===== src/rtl/dma_fpram.sv =====
// DRAM-to-FPRAM DMA channel: copies a block of 16-bit words from DRAM
// into the palette RAM (CRAM) or the sprite file (SFILE).
module dma_fpram #(
    parameter int DA_W   = 21,
    parameter int MAXOUT = 3
) (
    input  logic            clk,
    input  logic            rst_n,
    input  logic            start,
    input  logic            abort,
    input  logic [DA_W-1:0] cfg_saddr,
    input  logic [7:0]      cfg_daddr,
    input  logic [7:0]      cfg_len,
    input  logic            cfg_sfile,
    output logic [DA_W-1:0] dram_addr,
    output logic            dram_req,
    input  logic            dram_next,
    input  logic [15:0]     dram_rdat,
    input  logic            dram_stb,
    output logic [15:0]     dma_data,
    output logic [7:0]      dma_wraddr,
    output logic            dma_cram_we,
    output logic            dma_sfile_we,
    output logic            busy,
    output logic            done
);

    localparam int OW = $clog2(MAXOUT + 1);
    localparam logic [OW-1:0] MAXO = OW'(MAXOUT);

    typedef enum logic [1:0] {
        IDLE,
        RUN,
        DRAIN
    } state_t;

    state_t          state;
    logic [DA_W-1:0] src;
    logic [7:0]      dst;
    logic [8:0]      issue_left;
    logic [8:0]      recv_left;
    logic [OW-1:0]   outstanding;
    logic            tgt;

    logic            acc;
    logic            ret;
    logic [OW-1:0]   out_nxt;
    logic [8:0]      recv_nxt;

    assign dram_req  = (state == RUN) && (issue_left != 9'd0)
                     && (outstanding < MAXO);
    assign dram_addr = src;
    assign acc       = dram_req && dram_next;
    assign ret       = dram_stb && (outstanding != '0);

    // Next values of the in-flight and remaining-return counters
    always_comb begin
        out_nxt  = outstanding;
        recv_nxt = recv_left;
        if (acc && !ret)
            out_nxt = outstanding + OW'(1);
        else if (!acc && ret)
            out_nxt = outstanding - OW'(1);
        if (ret)
            recv_nxt = recv_left - 9'd1;
    end

    // Transfer sequencing, request bookkeeping and registered FPRAM writes
    always_ff @(posedge clk or negedge rst_n) begin
        if (!rst_n) begin
            state        <= IDLE;
            src          <= '0;
            dst          <= '0;
            issue_left   <= '0;
            recv_left    <= '0;
            outstanding  <= '0;
            tgt          <= 1'b0;
            dma_data     <= '0;
            dma_wraddr   <= '0;
            dma_cram_we  <= 1'b0;
            dma_sfile_we <= 1'b0;
            busy         <= 1'b0;
            done         <= 1'b0;
        end else begin
            done         <= 1'b0;
            dma_cram_we  <= 1'b0;
            dma_sfile_we <= 1'b0;
            outstanding  <= out_nxt;
            recv_left    <= recv_nxt;
            if (acc) begin
                src        <= src + DA_W'(1);
                issue_left <= issue_left - 9'd1;
            end
            if (ret) begin
                dma_data     <= dram_rdat;
                dma_wraddr   <= dst;
                dst          <= dst + 8'd1;
                dma_sfile_we <= tgt;
                dma_cram_we  <= !tgt;
            end
            case (state)
                IDLE: begin
                    if (start) begin
                        src        <= cfg_saddr;
                        dst        <= cfg_daddr;
                        issue_left <= {1'b0, cfg_len} + 9'd1;
                        recv_left  <= {1'b0, cfg_len} + 9'd1;
                        tgt        <= cfg_sfile;
                        busy       <= 1'b1;
                        state      <= RUN;
                    end
                end
                RUN: begin
                    if (ret && recv_nxt == 9'd0) begin
                        busy  <= 1'b0;
                        done  <= 1'b1;
                        state <= IDLE;
                    end else if (abort) begin
                        issue_left <= '0;
                        state      <= DRAIN;
                    end
                end
                DRAIN: begin
                    if (out_nxt == '0) begin
                        busy  <= 1'b0;
                        done  <= 1'b1;
                        state <= IDLE;
                    end
                end
                default: state <= IDLE;
            endcase
        end
    end

endmodule


===== config.mk =====
export PLATFORM = sky130hd
export DESIGN_NAME = dma_fpram
export DESIGN_NICKNAME = d
export VERILOG_FILES = /design/src/rtl/dma_fpram.sv
export SDC_FILE = /design/constraint.sdc
export NUM_CORES = 1
export LEC_CHECK = 0
export BUFFER_PORTS_ARGS = -buffer_cell sky130_fd_sc_hd__buf_4
export CORE_MARGIN = 10
export CORE_UTILIZATION = 57
export CTS_CLUSTER_DIAMETER = 150
export DETAILED_ROUTE_END_ITERATION = 10
export MAX_ROUTING_LAYER = met4
export PLACE_DENSITY = 0.92
export SLEW_MARGIN = 0
export SYNTH_ARGS = -nofsm -noshare
export SYNTH_HDL_FRONTEND = slang
export SYNTH_SLANG_ARGS = --single-unit

===== constraint.sdc =====
create_clock -name clk -period 5.5 [get_ports clk]
set_input_delay 1.1 -clock clk [delete_from_list [all_inputs] [get_ports clk]]
set_output_delay 1.1 -clock clk [all_outputs]
set_load 0.02 [all_outputs]

==> results of run 1 <==
==> metrics by stage <==
step	total power, mW	worst slack, ns	hold slack, ns	utilization (%)
6_report	3.05	2.47	0.464	73.6
4_1_cts	3.06	2.51	0.468	73.6
5_1_grt	3.26	2.22	0.485	73.6
3_3_place_gp	2.47	2.44	0.434	70.5
3_5_place_dp	2.55	2.21	0.452	70.5
2_1_floorplan	2.00	2.97	0.417	-
==> cell usage in the layout (no fill, tap or decap), types with 2 or more instances in the layout <==
cell type    n
clkbuf_8    10
nor3_1       4
inv_1       18
and3_1       4
a31oi_1      8
clkinv_4     2
nand2b_1     3
xor2_1      21
buf_4      110
or4_4        2
nor2_1      24
nor2_2       4
nand3_1     14
xnor2_1     29
ha_1        12
or3_1        2
o21ai_1      4
dfrtp_1     80
nand4_1      9
and4_1       4
o22ai_1      3
nand2_1    132
nor4_1       5
a21oi_1      5
nor4b_2      2
bufinv_16    2
o21ai_0     39
==> flip-flops by register name (all words and copies together) (netlist names) <==
register and flops:
tgt 1, recv_left 9, dma_data 16, done 1, busy 1, dma_cram_we 1, dma_wraddr 8, state 2
dram_addr 21, dma_sfile_we 1, dst 8, outstanding 2, issue_left 9
==> how the worst max path moves through the flow <==
stage / slack (ns) / endpoint / cells after the start / from
3_3_place_gp: 2.44 / busy / 7 / dram_stb
4_1_cts: 2.51 / dram_req / 5 / state[1]
3_5_place_dp: 2.21 / busy / 7 / dram_stb
5_1_grt: 2.22 / busy / 8 / outstanding[0]
2_1_floorplan: 2.97 / dram_addr[17] / 7 / dram_next
6_report: 2.47 / dram_req / 5 / state[1]
==> per-layer routing <==
metal  share of wire [%]  vias up  GRT usage (%)
met2                  49      179           31.3
met5                   0        -              -
met3                 8.1       23           5.91
met4                 2.2        0           7.35
li1                    -     1775              -
met1                  41     1771           23.8
==> cell type report <==
type	count	area, um2
flip-flops and latches	80	2000
fillers	521	1900
inverters	18	67.6
clock buffers	10	138
well taps	99	124
repair buffers	110	826
multi-input cells	352	2060
clock inverters	6	91.3
==> cells by family after synthesis <==
| kind of cell | count (synthesis) |
|---|---|
| fa+ha+maj | 12 |
| compound gates | 69 |
| mux | 1 |
| simple gates | 220 |
| flops | 80 |
| xor+xnor | 50 |
| buf+inv | 35 |
==> worst reg2reg max path, delay by kind of cell (launching register included) <==
kind	cells	cell delay, ns
AO/OA/AOI/OAI	1	0.21
buffers and inverters	1	0.10
AND/OR/NAND/NOR	4	1.76
flip-flops	1	0.39
multiplexers	1	0.15
adder cells (fa/ha/maj)	1	0.26
==> power by group <==
group          internal [mW]  switching [mW]  total (mW)
Sequential             0.860           0.269        1.13
Clock                  0.270           0.220       0.490
Combinational          0.590           0.844        1.43
==> Yosys cell counts (2+ instances only) <==
cell type	count	share of area, %
o22ai_1	3	0.45
nor3_1	4	0.48
a21oi_1	5	0.60
and3_1	4	0.60
or4_4	2	0.54
nand2b_1	3	0.45
nor2_1	24	2.1
o21ai_1	4	0.48
dfrtp_1	80	48
nor4_1	5	0.74
o21ai_0	39	4.6
inv_1	18	1.6
and4_1	4	0.83
ha_1	12	3.6
nand4_1	9	1.3
nand2_1	132	12
nor4b_2	2	0.71
buf_1	2	0.18
xor2_1	21	4.4
nor2b_1	2	0.30
and2_1	2	0.30
nand3_1	14	1.7
or3_1	2	0.30
a31oi_1	8	1.2
nor2_2	4	0.60
clkbuf_1	14	1.3
xnor2_1	29	6.0
==> qor.csv, run 1 <==
metric,value,unit
grt_first_pass_wirelength,18.1,mm
overflow,0,
yosys.area_share.simple,24.9,%
track_usage,20.0,%
synth_fa_ha_area_share,3.57,%
place_hpwl,8.11,mm
critPathMostFrequentCell,inv_1,
finalWeightedCongestion,0.852,
yosysSeqAreaShare,47.6,%
p_leak,2.47,nW
synth_mux_area_share,0.238,%
critPathLaunchType,flop,
drt_first_pass_iters,6,
die_h,106,um
r2r_setup_slack,2.51,ns
whs_path_depth,1,
hp-class,flop to flop,
fin_crit_sh,55.0,%
finalSetupTns,0,ns
clk-insertion-delay-late,0.35,ns
slowest_stage,dfrtp_1,
r2r_end,busy,
vias,3748,
ys_warn_count,0,
synth_compound_area_share,9.92,%
cap_violations,0,
routed_wl,11.2,mm
slew_headroom,21.9,%
rr_worst_depth,8,
timing.rr.start,outstanding[0],
num_io_pins,110,
status,"finished, final reports clean",
yosysUniqueCellTypes,46,
hold_end,dma_cram_we,
syn-mean-instance-area,9.00,um2
worstMarginPinSlew,1.17,ns
clock_path_buffers,2,
crit_chain,inv_1 > ha_1 > inv_1 > a211oi_1 > buf_4,
fin_area,5310,um2
critPathTopFamily,buffers and inverters,
postRouteAntennaNets,0,
antenna_found_initial,0,
synth-xor-area-share,10.4,%
dp.cells,659,
final-hold-violation-count,0,
rsz0062_at_grt,no,
synth_area,4200,um2
area_growth_syn_to_layout,26.4,%
wl_per_cell,16.5,um
final_cell_count_no_fill,675,
max_freq,331,MHz
coreArea,7210,um2
ys_ff_latch,80,
numPortBuffers,109,
cts_sinks,80,
synth_top_family_by_area,simple AND/OR/NAND/NOR gates,
hold_buffers,0,
htreeDepth,3,
grt_max_degree,81,
finalSetupViolCount,0,
criticalPathCategory,flop to output port,
avgViaCountPerCell,5.55,
ir_drop,0.000268,V
initial_utilization,58.2,%
drive_gt1_share,25.0,%
required,4.40,ns
cp_slowest_stage_delay,0.43,ns
min_from,tgt,
synth-edff-count,0,
cp-end-kind,output port,
rows,31,
grt_pass1_vias,3789,
critPathMaxFanout,6,
path_buf_inv,3,
cts_root_buf,clkbuf_8,
drt_iter0_drc,230,
cts_tree,done,
slew_violations,0,
drcViolationCount,0,
nets,643,
clkSlewWorstSetupHoldPaths,0.09,ns
layout_min_cycle_time,3.03,ns
clock_skew,0.00933,ns
async_reset_ff_share,100,%
dpl-instance-area,5080,um2
die_area,11200,um2
synth_nets,539,
netlist_instances,467,
synthFlopType,dfrtp_1,
num_antenna_cells,0,
post_cts_resized,0,
cts_buffers,9,
worstPathArrival,1.93,ns
post-cts-setup-buffer-count,0,
fp.dieW,106,um
power_per_cell_area,575,nW/um2
Note: power is estimated with default switching activity, not from simulation.
==> run 2, diff against run 1 <==
- CORE_UTILIZATION: 57 -> 53
- PLACE_DENSITY: 0.92 -> 0.87
- clock period: 5.5 -> 2.9 ns (I/O delays scaled with it)
==> qor.csv, run 2 (synthesized netlist as in run 1, its figures left out) <==
metric,value,unit,change
max_freq,396,MHz,
power_per_cell_area,1080,nW/um2,+88%
required,3.14,ns,-1.26 ns
fp.dieW,109,um,+3.0%
fillCellCount,581,,+12%
finalSetupTns,0,ns,unchanged
drcViolationCount,0,,unchanged
worstSetupEndpoint,busy,,
finalSetupViolCount,0,,unchanged
largest_reg_flops,21,,unchanged
hp-class,input port to async pin,,
numPortBuffers,109,,unchanged
rows,32,,+3.2%
cts_buffers,9,,unchanged
die_area,11900,um2,+6.1%
ir_drop,0.000460,V,+71%
worstMarginPinSlew,0.970,ns,-0.201 ns
clk-insertion-delay-late,0.37,ns,+0.02 ns
hold_buffers,0,,unchanged
postRouteAntennaNets,0,,unchanged
vias,3610,,-3.7%
clkSlewWorstSetupHoldPaths,0.08,ns,about the same
cts_sinks,80,,unchanged
grt_first_pass_wirelength,17.3,mm,-4.1%
worstSetupStartpoint,outstanding[0],,
area_growth_syn_to_layout,27.2,%,
slew_violations,0,,unchanged
p_leak,2.49,nW,+0.55%
fin_crit_sh,87.1,%,
overflow,0,,unchanged
dpl-instance-area,5110,um2,+0.62%
r2r_setup_slack,0.37,ns,-2.14 ns
timing.rr.start,outstanding[0],,
final-hold-violation-count,0,,unchanged
num_io_pins,110,,unchanged
worstPathArrival,2.77,ns,+0.84 ns
drive_gt1_share,25.3,%,+0.26 points
clock_skew,0.0128,ns,+0.00347 ns
cts_root_buf,clkbuf_8,,
track_usage,18.5,%,-1.4 points
wl_per_cell,15.6,um,-5.7%
slowest_stage,nor4_1,,
coreArea,7730,um2,+7.1%
drt_iter0_drc,231,,+0.43%
final_cell_mix,"132 x nand2_1, 111 x buf_4, 80 x dfrtp_1, 39 x o21ai_0, 29 x xnor2_1",,
criticalPathCategory,flop to flop,,
fin_area,5350,um2,+0.61%
place_hpwl,7.94,mm,-2.2%
grt_pass1_vias,3575,,-5.6%
critPathMaxFanout,4,,-2
htreeDepth,3,,unchanged
crit_chain,inv_1 > ha_1 > nor3b_1 > nand3_1 > xnor2_1 > nor4_1 > o2111ai_1 > mux2i_1,,
finalWeightedCongestion,0.954,,+12%
layout_min_cycle_time,2.53,ns,
routed_wl,10.6,mm,-5.0%
drt_first_pass_iters,4,,-2
slew_headroom,35.3,%,+13 points
r2r_end,busy,,
post_cts_resized,0,,unchanged
cp_slowest_stage_delay,0.50,ns,+0.07 ns
status,"finished, final reports clean",,
initial_utilization,54.4,%,-3.9 points
die_h,109,um,+3.0%
layout_commonest_cell,nand2_1,,
cap_violations,0,,unchanged
grt_max_degree,81,,unchanged
avgViaCountPerCell,5.31,,-4.4%
post-cts-setup-buffer-count,0,,unchanged
cp-end-kind,flop,,
cts_tree,done,,
num_antenna_cells,0,,unchanged
antenna_found_initial,0,,unchanged
rsz0062_at_grt,no,,
clock_path_buffers,2,,unchanged
rr_worst_depth,8,,unchanged
nets,645,,+0.31%
critPathLaunchType,flop,,
run 2: cell count changes in the layout (fill, tap and decap cells not counted):
cell / delta
inv_8: +1
buf_12: +1
clkinv_4: -2
clkbuf_8: -1
inv_6: +3
buf_4: +1
clkinv_2: -1
run 2: metal layers:
| layer | track usage (%) | part of all wire [%] | up-vias |
|---|---|---|---|
| met5 | - | 0 | - |
| met4 | 5.65 | 1.5 | 0 |
| met3 | 5.55 | 9.1 | 14 |
| met2 | 28.5 | 46 | 148 |
| met1 | 23.0 | 44 | 1673 |
| li1 | - | - | 1775 |
run 2: worst min path at each step:
stage                  from           to  slack (ns)  depth (start not counted)
6_report              rst_n  dma_data[9]        0.36                          1
2_1_floorplan         rst_n         busy        0.28                          0
3_3_place_gp            tgt  dma_cram_we        0.43                          1
5_1_grt        dram_rdat[2]  dma_data[2]        0.40                          3
4_1_cts        dram_rdat[0]  dma_data[0]        0.40                          3
3_5_place_dp            tgt  dma_cram_we        0.46                          1
run 2: layout make-up:
cell class | instances | area, um2 | area share, %
Clock buffer | 9 | 124 | 2.32
Clock inverter | 7 | 106 | 1.99
Inverter | 18 | 67.6 | 1.26
Multi-Input combinational cell | 352 | 2060 | 38.6
Sequential cell | 80 | 2000 | 37.5
Tap cell | 102 | 128 | 2.39
Timing Repair Buffer | 112 | 853 | 16.0
run 2: through the flow:
| stage | std cells | util (%) | setup WS (ns) | total power [mW] | hold WS, ns |
|---|---|---|---|---|---|
| floorplan | 467 | - | 0.727 | 3.79 | 0.284 |
| global placement | 664 | 66.2 | 0.533 | 4.73 | 0.432 |
| detailed placement | 664 | 66.2 | 0.444 | 4.83 | 0.461 |
| CTS | 680 | 69.2 | 0.380 | 5.79 | 0.395 |
| global route | 680 | 69.2 | 0.206 | 6.19 | 0.402 |
| finish | 680 | 69.2 | 0.374 | 5.77 | 0.358 |
run 2: worst max-delay path: cells and delay by family (launching register included):
| family | cells | cell delay (ns) |
|---|---|---|
| multiplexers | 1 | 0.15 |
| AND/OR/NAND/NOR | 3 | 1.11 |
| XOR/XNOR | 1 | 0.20 |
| buffers and inverters | 1 | 0.10 |
| adder cells (fa/ha/maj) | 1 | 0.26 |
| AO/OA/AOI/OAI | 1 | 0.19 |
| flip-flops | 1 | 0.40 |
run 2: report_power, final:
group	switching (mW)	total [mW]	internal, mW
Clock	0.440	0.942	0.502
Sequential	0.493	2.12	1.63
Combinational	1.57	2.70	1.13
==> run 3, diff against run 2 <==
- PLACE_DENSITY: 0.87 -> default
- PLACE_DENSITY_LB_ADDON: default -> 0.05
==> qor.csv, run 3 (synthesized netlist as in run 1, its figures left out) <==
metric,value,unit,change
layout_commonest_cell,nand2_1,,
worstPathArrival,2.70,ns,-0.07 ns
seqPwrFrac,37.6,%,+0.8 points
grt_pass1_vias,3606,,+0.87%
cts_buffers,9,,unchanged
num_io_pins,110,,unchanged
antenna_found_initial,0,,unchanged
overflow,0,,unchanged
required,3.10,ns,-0.04 ns
combPwrFrac,47.8,%,+1.0 points
grt_first_pass_wirelength,17.0,mm,-2.0%
drt_iter0_drc,157,,-32%
place_hpwl,7.79,mm,-1.9%
internal-power,3.17,mW,-2.9%
area_growth_syn_to_layout,26.6,%,
slew_violations,0,,unchanged
numPortBuffers,109,,unchanged
worstSetupEndpoint,issue_left[7],,
finalSetupViolCount,0,,unchanged
crit_cells,8,,unchanged
max_freq,401,MHz,+1.2%
post-cts-setup-buffer-count,0,,unchanged
num_antenna_cells,0,,unchanged
critPathTopFamily,simple AND/OR/NAND/NOR gates,,
cap_violations,0,,unchanged
drt_first_pass_iters,4,,unchanged
hold_buffers,0,,unchanged
cp_slowest_stage_delay,0.51,ns,about the same
routed_wl,10.4,mm,-2.2%
timing.rr.start,state[1],,
slew_headroom,33.7,%,-1.6 points
post_cts_resized,0,,unchanged
avgViaCountPerCell,5.19,,-2.2%
slowest_stage,or4_4,,
coreArea,7730,um2,unchanged
clock_path_buffers,2,,unchanged
die_area,11900,um2,unchanged
p_sw,2.45,mW,-2.0%
rows,32,,unchanged
hp-class,input port to async pin,,
cts_sinks,80,,unchanged
drive_gt1_share,25.2,%,-0.044 points
final-hold-violation-count,0,,unchanged
r2r_end,issue_left[7],,
track_usage,18.1,%,-0.49 points
worstMarginPinSlew,0.994,ns,+0.0236 ns
grt_max_degree,81,,unchanged
htreeDepth,3,,unchanged
criticalPathCategory,flop to flop,,
cts_root_buf,clkbuf_8,,
rsz0062_at_grt,no,,
path_buf_inv,1,,unchanged
fillCellCount,644,,+11%
clock_skew,0.0142,ns,+0.00140 ns
critPathMaxFanout,13,,+9
layout_setup_ws,0.405,ns,+0.0311 ns
clkPwrFrac,14.6,%,-1.7 points
layout_min_cycle_time,2.50,ns,-0.0311 ns
power_per_cell_area,1060,nW/um2,-2.0%
die_h,109,um,unchanged
vias,3534,,-2.1%
cts_tree,done,,
wl_per_cell,15.2,um,-2.4%
cp-end-kind,flop,,
dp_slack,0.432,ns,-0.0123 ns
switching_share,43.6,%,+0.24 points
worstSetupStartpoint,state[1],,
rr_worst_depth,8,,unchanged
drcViolationCount,0,,unchanged
fin_crit_sh,86.0,%,-1.1 points
finalWeightedCongestion,0.986,,+3.3%
ir_drop,0.000414,V,-10%
postRouteAntennaNets,0,,unchanged
largest_reg_flops,21,,unchanged
r2r_setup_slack,0.40,ns,+0.03 ns
crit_chain,inv_1 > ha_1 > nand3b_2 > a21o_1 > or4_4 > nor4b_2 > xnor2_1 > o22ai_1,,
nets,646,,+0.16%
finalSetupTns,0,ns,unchanged
clk-insertion-delay-late,0.35,ns,-0.02 ns
status,"finished, final reports clean",,
final_cell_mix,"132 x nand2_1, 112 x buf_4, 80 x dfrtp_1, 39 x o21ai_0, 29 x xnor2_1",,
p_leak,2.47,nW,-0.78%
fp.dieW,109,um,unchanged
initial_utilization,54.4,%,unchanged
critPathLaunchType,flop,,
clkSlewWorstSetupHoldPaths,0.09,ns,about the same
==> run 3: cell types whose count changed in the layout (fill, tap and decap cells not counted), sizes merged <==
cell and delta:
bufinv -1, clkbuf +1, inv -4, buf +1, clkinvlp +2, clkinv +2
==> run 3: final cells by class <==
type	instances	area, um2	share of cell area, %
clock buffer	10	128	2.40
clock inverter	6	67.6	1.27
inverter	18	67.6	1.27
multi-input combinational	352	2060	38.8
sequential	80	2000	37.6
tap	102	128	2.40
timing repair buffer	113	861	16.2
==> run 3: how the worst min path moves through the flow <==
stage | to | cells past startpoint | startpoint
detailed placement | dma_cram_we | 1 | tgt
CTS | dma_data[4] | 3 | dram_rdat[4]
global placement | dma_cram_we | 1 | tgt
finish | dma_data[15] | 1 | rst_n
floorplan | busy | 0 | rst_n
global route | dma_data[10] | 3 | dram_rdat[10]
==> run 3: worst reg2reg max path, cell delays in order (launching register included) <==
cell and delay [ns]:
dfrtp_1 0.42, inv_1 0.09, ha_1 0.29, nand3b_2 0.15
a21o_1 0.33, or4_4 0.51, nor4b_2 0.30, xnor2_1 0.16
o22ai_1 0.11
==> run 3: stage by stage <==
stage	hold slack (ns)	util (%)	total power [mW]	instance area, um2	cells
after detailed placement	0.447	66.3	4.84	5120	665
final	0.371	68.8	5.62	5320	681
after global routing	0.416	68.8	6.06	5320	681
after global placement	0.441	66.3	4.77	5120	665
after floorplan	0.284	-	3.79	4200	467
after CTS	0.401	68.8	5.67	5320	681
==> run 3: power groups by stage <==
| stage | clock network, mW | registers (mW) | logic, mW |
|---|---|---|---|
| 2_1_floorplan | 0 | 2.44 | 1.36 |
| 3_3_place_gp | 0 | 2.10 | 2.67 |
| 3_5_place_dp | 0 | 2.13 | 2.71 |
| 4_1_cts | 0.839 | 2.11 | 2.72 |
| 5_1_grt | 0.888 | 2.19 | 2.98 |
| 6_report | 0.820 | 2.11 | 2.69 |
==> run 3: metal layers <==
layer  vias up  wire, um  track usage, %
li1       1779         -               -
met1      1635      4490            22.2
met2       107      5020            28.7
met3        13       725            4.13
met4         0       129            6.21
met5         -         0               -
